File: src/rtl/xin_pkg.sv
// Shared types and constants for the xin_conditioner button input stage.
package xin_pkg;

    typedef enum logic [1:0] {
        IDLE,
        PRESS_WAIT,
        HELD,
        RELEASE_WAIT
    } xin_db_state_t;

    localparam int         XIN_SYNC_STAGES = 2;
    localparam logic [7:0] XIN_CNT_MAX     = 8'd255;

endpackage

File: src/rtl/xin_debounce.sv
// One button channel: two-flop synchroniser feeding a debounce FSM that
// emits a registered single-cycle press_evt for every accepted press.
module xin_debounce
    import xin_pkg::*;
#(
    parameter int DB_CYCLES = 4,
    parameter int CNT_W     = $clog2(DB_CYCLES + 1)
) (
    input  logic clk,
    input  logic rst,
    input  logic btn,
    output logic press_evt,
    output logic active
);

    localparam logic [CNT_W-1:0] CNT_LAST = CNT_W'(DB_CYCLES - 1);
    localparam logic [CNT_W-1:0] CNT_ONE  = CNT_W'(1);

    logic [XIN_SYNC_STAGES-1:0] sync_q;
    logic                       sync;
    xin_db_state_t              state;
    logic [CNT_W-1:0]           cnt;

    always_ff @(posedge clk or negedge rst) begin
        if (!rst) begin
            sync_q <= '0;
        end else begin
            sync_q <= {sync_q[XIN_SYNC_STAGES-2:0], btn};
        end
    end

    assign sync = sync_q[XIN_SYNC_STAGES-1];

    // cnt == CNT_LAST means this edge is the DB_CYCLES-th stable sample.
    always_ff @(posedge clk or negedge rst) begin
        if (!rst) begin
            state     <= IDLE;
            cnt       <= '0;
            press_evt <= 1'b0;
            active    <= 1'b0;
        end else begin
            press_evt <= 1'b0;
            case (state)
                IDLE: begin
                    if (sync) begin
                        state  <= PRESS_WAIT;
                        cnt    <= CNT_ONE;
                        active <= 1'b1;
                    end
                end
                PRESS_WAIT: begin
                    if (!sync) begin
                        state  <= IDLE;
                        cnt    <= '0;
                        active <= 1'b0;
                    end else if (cnt == CNT_LAST) begin
                        state     <= HELD;
                        cnt       <= '0;
                        press_evt <= 1'b1;
                    end else begin
                        cnt <= cnt + CNT_ONE;
                    end
                end
                HELD: begin
                    if (!sync) begin
                        state <= RELEASE_WAIT;
                        cnt   <= CNT_ONE;
                    end
                end
                RELEASE_WAIT: begin
                    if (sync) begin
                        state <= HELD;
                        cnt   <= '0;
                    end else if (cnt == CNT_LAST) begin
                        state  <= IDLE;
                        cnt    <= '0;
                        active <= 1'b0;
                    end else begin
                        cnt <= cnt + CNT_ONE;
                    end
                end
                default: begin
                    state  <= IDLE;
                    cnt    <= '0;
                    active <= 1'b0;
                end
            endcase
        end
    end

endmodule

File: src/rtl/xin_conditioner.sv
// Two debounced buttons encoded into mutually exclusive x1/x0 pulses.
// Optional saturating press counters are built when XIN_PRESS_CNT_EN is defined.
module xin_conditioner
    import xin_pkg::*;
#(
    parameter int DB_CYCLES = 4,
    parameter int CNT_W     = $clog2(DB_CYCLES + 1)
) (
    input  logic       clk,
    input  logic       rst,
    input  logic       btn1,
    input  logic       btn0,
    output logic       x1,
    output logic       x0,
    output logic       busy
`ifdef XIN_PRESS_CNT_EN
    ,
    output logic [7:0] cnt1,
    output logic [7:0] cnt0
`endif
);

    logic evt1, evt0;
    logic act1, act0;
    logic pending;
    logic x1_next, x0_next;

    xin_debounce #(.DB_CYCLES(DB_CYCLES), .CNT_W(CNT_W)) u_db1 (
        .clk       (clk),
        .rst       (rst),
        .btn       (btn1),
        .press_evt (evt1),
        .active    (act1)
    );

    xin_debounce #(.DB_CYCLES(DB_CYCLES), .CNT_W(CNT_W)) u_db0 (
        .clk       (clk),
        .rst       (rst),
        .btn       (btn0),
        .press_evt (evt0),
        .active    (act0)
    );

    // On a collision x1 wins; x0 is parked in pending and sent next cycle.
    assign x1_next = evt1;
    assign x0_next = (evt0 && !evt1) || pending;

    always_ff @(posedge clk or negedge rst) begin
        if (!rst) begin
            x1      <= 1'b0;
            x0      <= 1'b0;
            pending <= 1'b0;
        end else begin
            x1      <= x1_next;
            x0      <= x0_next;
            pending <= evt0 && evt1;
        end
    end

    assign busy = act1 || act0 || pending;

`ifdef XIN_PRESS_CNT_EN
    // Counters step on the same edge that raises the matching x pulse.
    always_ff @(posedge clk or negedge rst) begin
        if (!rst) begin
            cnt1 <= '0;
            cnt0 <= '0;
        end else begin
            if (x1_next && cnt1 != XIN_CNT_MAX) begin
                cnt1 <= cnt1 + 8'd1;
            end
            if (x0_next && cnt0 != XIN_CNT_MAX) begin
                cnt0 <= cnt0 + 8'd1;
            end
        end
    end
`endif

endmodule
File: config.mk
export PLATFORM = sky130hd
export DESIGN_NAME = xin_conditioner
export DESIGN_NICKNAME = d
export VERILOG_FILES = /design/src/rtl/xin_pkg.sv /design/src/rtl/xin_debounce.sv /design/src/rtl/xin_conditioner.sv
export SDC_FILE = /design/constraint.sdc
export NUM_CORES = 1
export LEC_CHECK = 0
export CORE_MARGIN = 2
export CORE_UTILIZATION = 45
export CTS_BUF_LIST = sky130_fd_sc_hd__clkbuf_8
export CTS_CLUSTER_DIAMETER = 30
export DETAILED_ROUTE_END_ITERATION = 12
export PLACE_DENSITY = 0.7
export SYNTH_ARGS = -nofsm -noshare
export SYNTH_HDL_FRONTEND = slang
export SYNTH_SLANG_ARGS = --single-unit
File: constraint.sdc
create_clock -name clk -period 1.5 [get_ports clk]
set_clock_uncertainty 0.15 [all_clocks]
set_input_delay 0.45 -clock clk [delete_from_list [all_inputs] [get_ports clk]]
set_output_delay 0.45 -clock clk [all_outputs]
set_load 0.03 [all_outputs]
# Yosys cells after proc, flatten, opt, wreduce, memory -nomap -nowiden
# Index checks and enable logic that the tools add are counted.
# W data, S select, Z words.
[op_classes]
n_addsub = 2
n_eq_ne = 22
muxes = 42
reduce_logical = 16
[op_table]
columns = ["operator", "count"]
rows = [
  ["$mux W3", 10],
  ["$mux W2", 12],
  ["$pmux W3 S4", 2],
  ["$pmux W2 S4", 2],
  ["$mux W1", 14],
  ["$ne A2 B2 Y1 const B", 6],
  ["$reduce_and A5 Y1", 2],
  ["$eq A2 B2 Y1 const B", 4],
  ["$ne A2 B1 Y1 const B", 4],
  ["$reduce_and A4 Y1", 2],
  ["$add A3 B1 Y3 const B", 2],
  ["$eq A3 B2 Y1 const B", 2],
  ["$ne A3 B1 Y1 const B", 2],
  ["$ne A3 B3 Y1 const B", 2],
  ["$pmux W1 S3", 2],
  ["$reduce_bool A3 Y1", 2],
  ["$eq A2 B1 Y1 const B", 2],
  ["$logic_not A2 Y1", 2],
  ["$reduce_and A2 Y1", 2],
  ["$logic_or A1 B1 Y1", 3],
  ["$logic_and A1 B1 Y1", 2],
  ["$logic_not A1 Y1", 1],
]
[totals]
ff_bits = 21
output_inout_bits = 3
elab_cells = 95

# Depth between registers and ports, before layout
[logic_depth]
ltp_word = 4
mapped_depth = 4
ltp_nobuf = 4

# Hierarchy
# Synthesis repeated with hierarchy kept, for this count alone.
[hier_totals]
cells_unflattened = 67
hier_area_um2 = 839.6
[by_module_without_submodules]
columns = ["module", "instances", "cells_each", "area_each_um2"]
rows = [
  ["xin_debounce", 2, 30, 370.4],
  ["xin_conditioner", 1, 7, 98.8],
]

# Worst setup path after synthesis
# No wires, ideal clock.
[synth_path]
path_kind = "reg2out"
from = "register u_db0.active"
to = "output port busy"
t_arrival_ps = 871
required_time_ps = 900
path_slack_ps = 29
stages_incl_launch_ff = 2
path_cell_list = "dfrtp_1 -> or3_1"
[synth_via]
elab_chain_len = 2
[synth_lines]
columns = ["item", "line_no", "source"]
rows = [
  ["start, declared", "xin_debounce.sv:13", "output logic active"],
  ["start signal, assigned", "xin_debounce.sv:40", "active <= 1'b0;"],
  ["start signal, assigned", "xin_debounce.sv:48", "active <= 1'b1;"],
  ["start signal, assigned", "xin_debounce.sv:55", "active <= 1'b0;"],
  ["$logic_or A1 B1 Y1 (2 in a row)", "xin_conditioner.sv:60", "assign busy = act1 || act0 || pending;"],
  ["end, declared", "xin_conditioner.sv:15", "output logic busy"],
]
# Every way passes these cells.

# Worst setup path in the final report
[layout_path]
from = "register u_db1.active"
to = "output port busy"
[layout_via]
elab_chain_len = 2
[layout_lines]
columns = ["item", "line_no"]
rows = [
  ["start, declared", "xin_debounce.sv:13"],
  ["start signal, assigned", "xin_debounce.sv:40"],
  ["start signal, assigned", "xin_debounce.sv:48"],
  ["start signal, assigned", "xin_debounce.sv:55"],
  ["$logic_or A1 B1 Y1 (2 in a row)", "xin_conditioner.sv:60"],
]
# Every way passes these cells.

==> flow_summary.yaml <==
status:
  outcome: "finished with violations"
  violations: "negative setup slack"
clocking:
  cts-hold-fix-buffers: 0
  htreeDepth: 1
  clock-sinks: 21
  cts_tree: "done"
  clk_path_buf_depth: 2
  clkTransAtPathRegs_ns: 0.07
  clk_latency_ns: 0.25
  cts_inserted_buffers: 3
  cts-root-buf: "clkbuf_8"
finish:
  area_growth_syn_to_layout_pct: 23.2
  seq_area_um2: 526
  multi_input_area_um2: 302
  fillers: 152
  layout.nets: 87
  layout-drive-gt1-share_pct: 22.5
  antenna_cells: 0
sta:
  tightest_slew_ns: 0.246
  rsz0062_at_grt: "true"
  setup_ws_ns: -0.254
  hold_violations: 0
  max_freq_ghz: 0.570
  finalSetupViolations: 1
  slew_viol_final: 0
  fin_crit_ns: 1.75
  slew_headroom_pct: 83.6
  fin_tns_setup_ns: -0.254
  post-route-period-util_pct: 117
critical_path:
  r2r_cells: 4
  cp_num_buf_inv: 1
  arrival_ns: 1.15
  path_cells: "or3_1 -> buf_6"
  cp.required_ns: 0.90
  path_max_fanout: 2
  critPathSlowestCell: "or3_1"
  slowest_delay_ns: 0.38
  crit_path_end_kind: "primary output"
  critPathLaunchType: "flop"
  crit_family: "simple AND/OR/NAND/NOR gates"
  reg2reg_slack_ns: 0.05
  regToRegStartpoint: "u_db0.cnt[0]"
  path_class: "reg -> out"
yosys:
  avgSynthCellArea_um2: 12.8
  netlist_instances: 65
  ys_seq_elements: 21
  synth_top_area_cell: "dfrtp_1"
  syn_area_um2: 832
  synthArstFlopShare_pct: 100
  synth_area_leaders: "dfrtp_1, xor2_2, o21a_1, ha_1, mux2_2"
  synth_nets: 71
  synth_ff_type: "dfrtp_1"
  yosysSeqAreaShare_pct: 63.2
  synth_most_common_cell: "dfrtp_1"
  synth_edf_count: 0
  yosysWarnings: 0
  synth_commonest_cells: "dfrtp_1, inv_1, o21a_1, o21ai_0"
  ys_types: 23
  synth_top_area_share_pct: 63.2
routing:
  first_iter_violations: 7
  ant_nets: 0
  drc_errors: 0
  routedWlPerCell_um: 11.9
  firstDrtPassIters: 2
  viasPerCell: 4.83
  drt-total-wl_um: 1250
  num_vias: 507
global_routing:
  grt_usage_pct: 14.0
  grt-ovfl-total: 0
  antenna_found_initial: 0
  grt_max_degree: 22
  grt_pass1_vias: 478
  grt_pass1_wl_um: 2000
hold_path:
  hold_path_class: "reg -> reg"
  hold_depth: 0
  worstHoldStart: "u_db1.sync_q[0]"
  worst_hold_path.endpoint: "u_db1.sync_q[1]"
placement:
  port_buffers: 6
  place_hpwl_um: 886
  globalplace.congestion: 0.714
power_and_ir_drop:
  power_density_nw_per_um2: 1670
  finalPower_uw: 1710
  vdd_ir_drop_max_mv: 0.749
  p_leak_uw: 0.000478
flow_run:
  cap_violations: 0
floorplanning:
  chipWidth_um: 47
  die_area_um2: 2210
  initial_core_util_pct: 48.2
  chipHeight_um: 47
  core_um2: 1730
  rows: 15
  io_pins: 7
==> cell families (layout without fill, tap and decap cells) <==
family / Yosys count / in the layout / synth area share (%)
DFF: 21 / 21 / 63.2
muxes: 2 / 2 / 2.71
and+or+nand+nor: 19 / 19 / 14.0
AOI/OAI and AO/OA: 15 / 15 / 11.4
buffers and inverters: 4 / 19 / 1.80
adders and majority gates: 2 / 2 / 3.01
xor gates and xnor gates: 2 / 2 / 3.91
==> how the worst max path moves through the flow <==
stage	start	to	depth (start not counted)
after CTS	u_db1.active	busy	2
after global placement	u_db0.active	busy	2
final	u_db1.active	busy	2
after detailed placement	u_db0.active	busy	2
after floorplan	u_db0.active	busy	1
after global routing	u_db1.active	busy	2
==> routing by layer <==
metal | global-route usage, % | wire, um | vias to the layer above
li1 | - | - | 248
met1 | 17.0 | 572 | 250
met2 | 21.6 | 609 | 7
met3 | 5.77 | 52 | 2
met4 | 6.67 | 10 | 0
met5 | 0 | 0 | -
==> layout make-up <==
class,instances,share of cell area [%]
repair buffers,11,10.4
flip-flops and latches,21,51.3
well taps,25,3.05
multi-input cells,40,29.4
clock buffers,3,4.03
inverters,4,1.47
clock inverters,1,0.366
==> layout by cell type, fill, tap and decap left out, drive strengths merged, types with 2 or more instances in the layout <==
master	count
mux2	2
a21oi	3
clkbuf	3
clkdlybuf4s50	3
ha	2
dfrtp	21
nor2b	2
o21a	4
nor3b	2
inv	5
and2	3
nand2	2
buf	8
nor2	2
o21ai	4
nand2b	3
xor2	2
and3b	2
==> power breakdown <==
part | internal (uW) | switching, uW | leakage, uW | total (uW)
clock | 182 | 161 | 0.0000269 | 342
combinational | 294 | 235 | 0.000188 | 529
sequential | 706 | 138 | 0.000263 | 844
==> timing repair <==
item	CTS	global route
buffers inserted	0	1
pin swaps	1	1
endpoints found under the setup margin	1	3
gates resized for setup	7	3
==> flip-flops by register name, indices dropped and copies added, names as in the netlist, 2 cells and up, named ones only <==
signal        flops
u_db0.cnt         3
u_db1.sync_q      2
u_db0.sync_q      2
u_db1.cnt         3
==> through the flow <==
stage	worst slack, ns	hold slack, ns	cell area [um2]	util, %	instances
after global routing	-0.280	0.222	1020	59.3	105
after detailed placement	-0.409	0.187	961	55.7	100
after global placement	-0.401	0.182	961	55.7	100
final	-0.254	0.203	1020	59.3	105
after floorplan	0.0292	0.00441	832	-	65
after CTS	-0.267	0.204	1010	58.3	104
No activity file was read; power rests on OpenSTA's default activity.
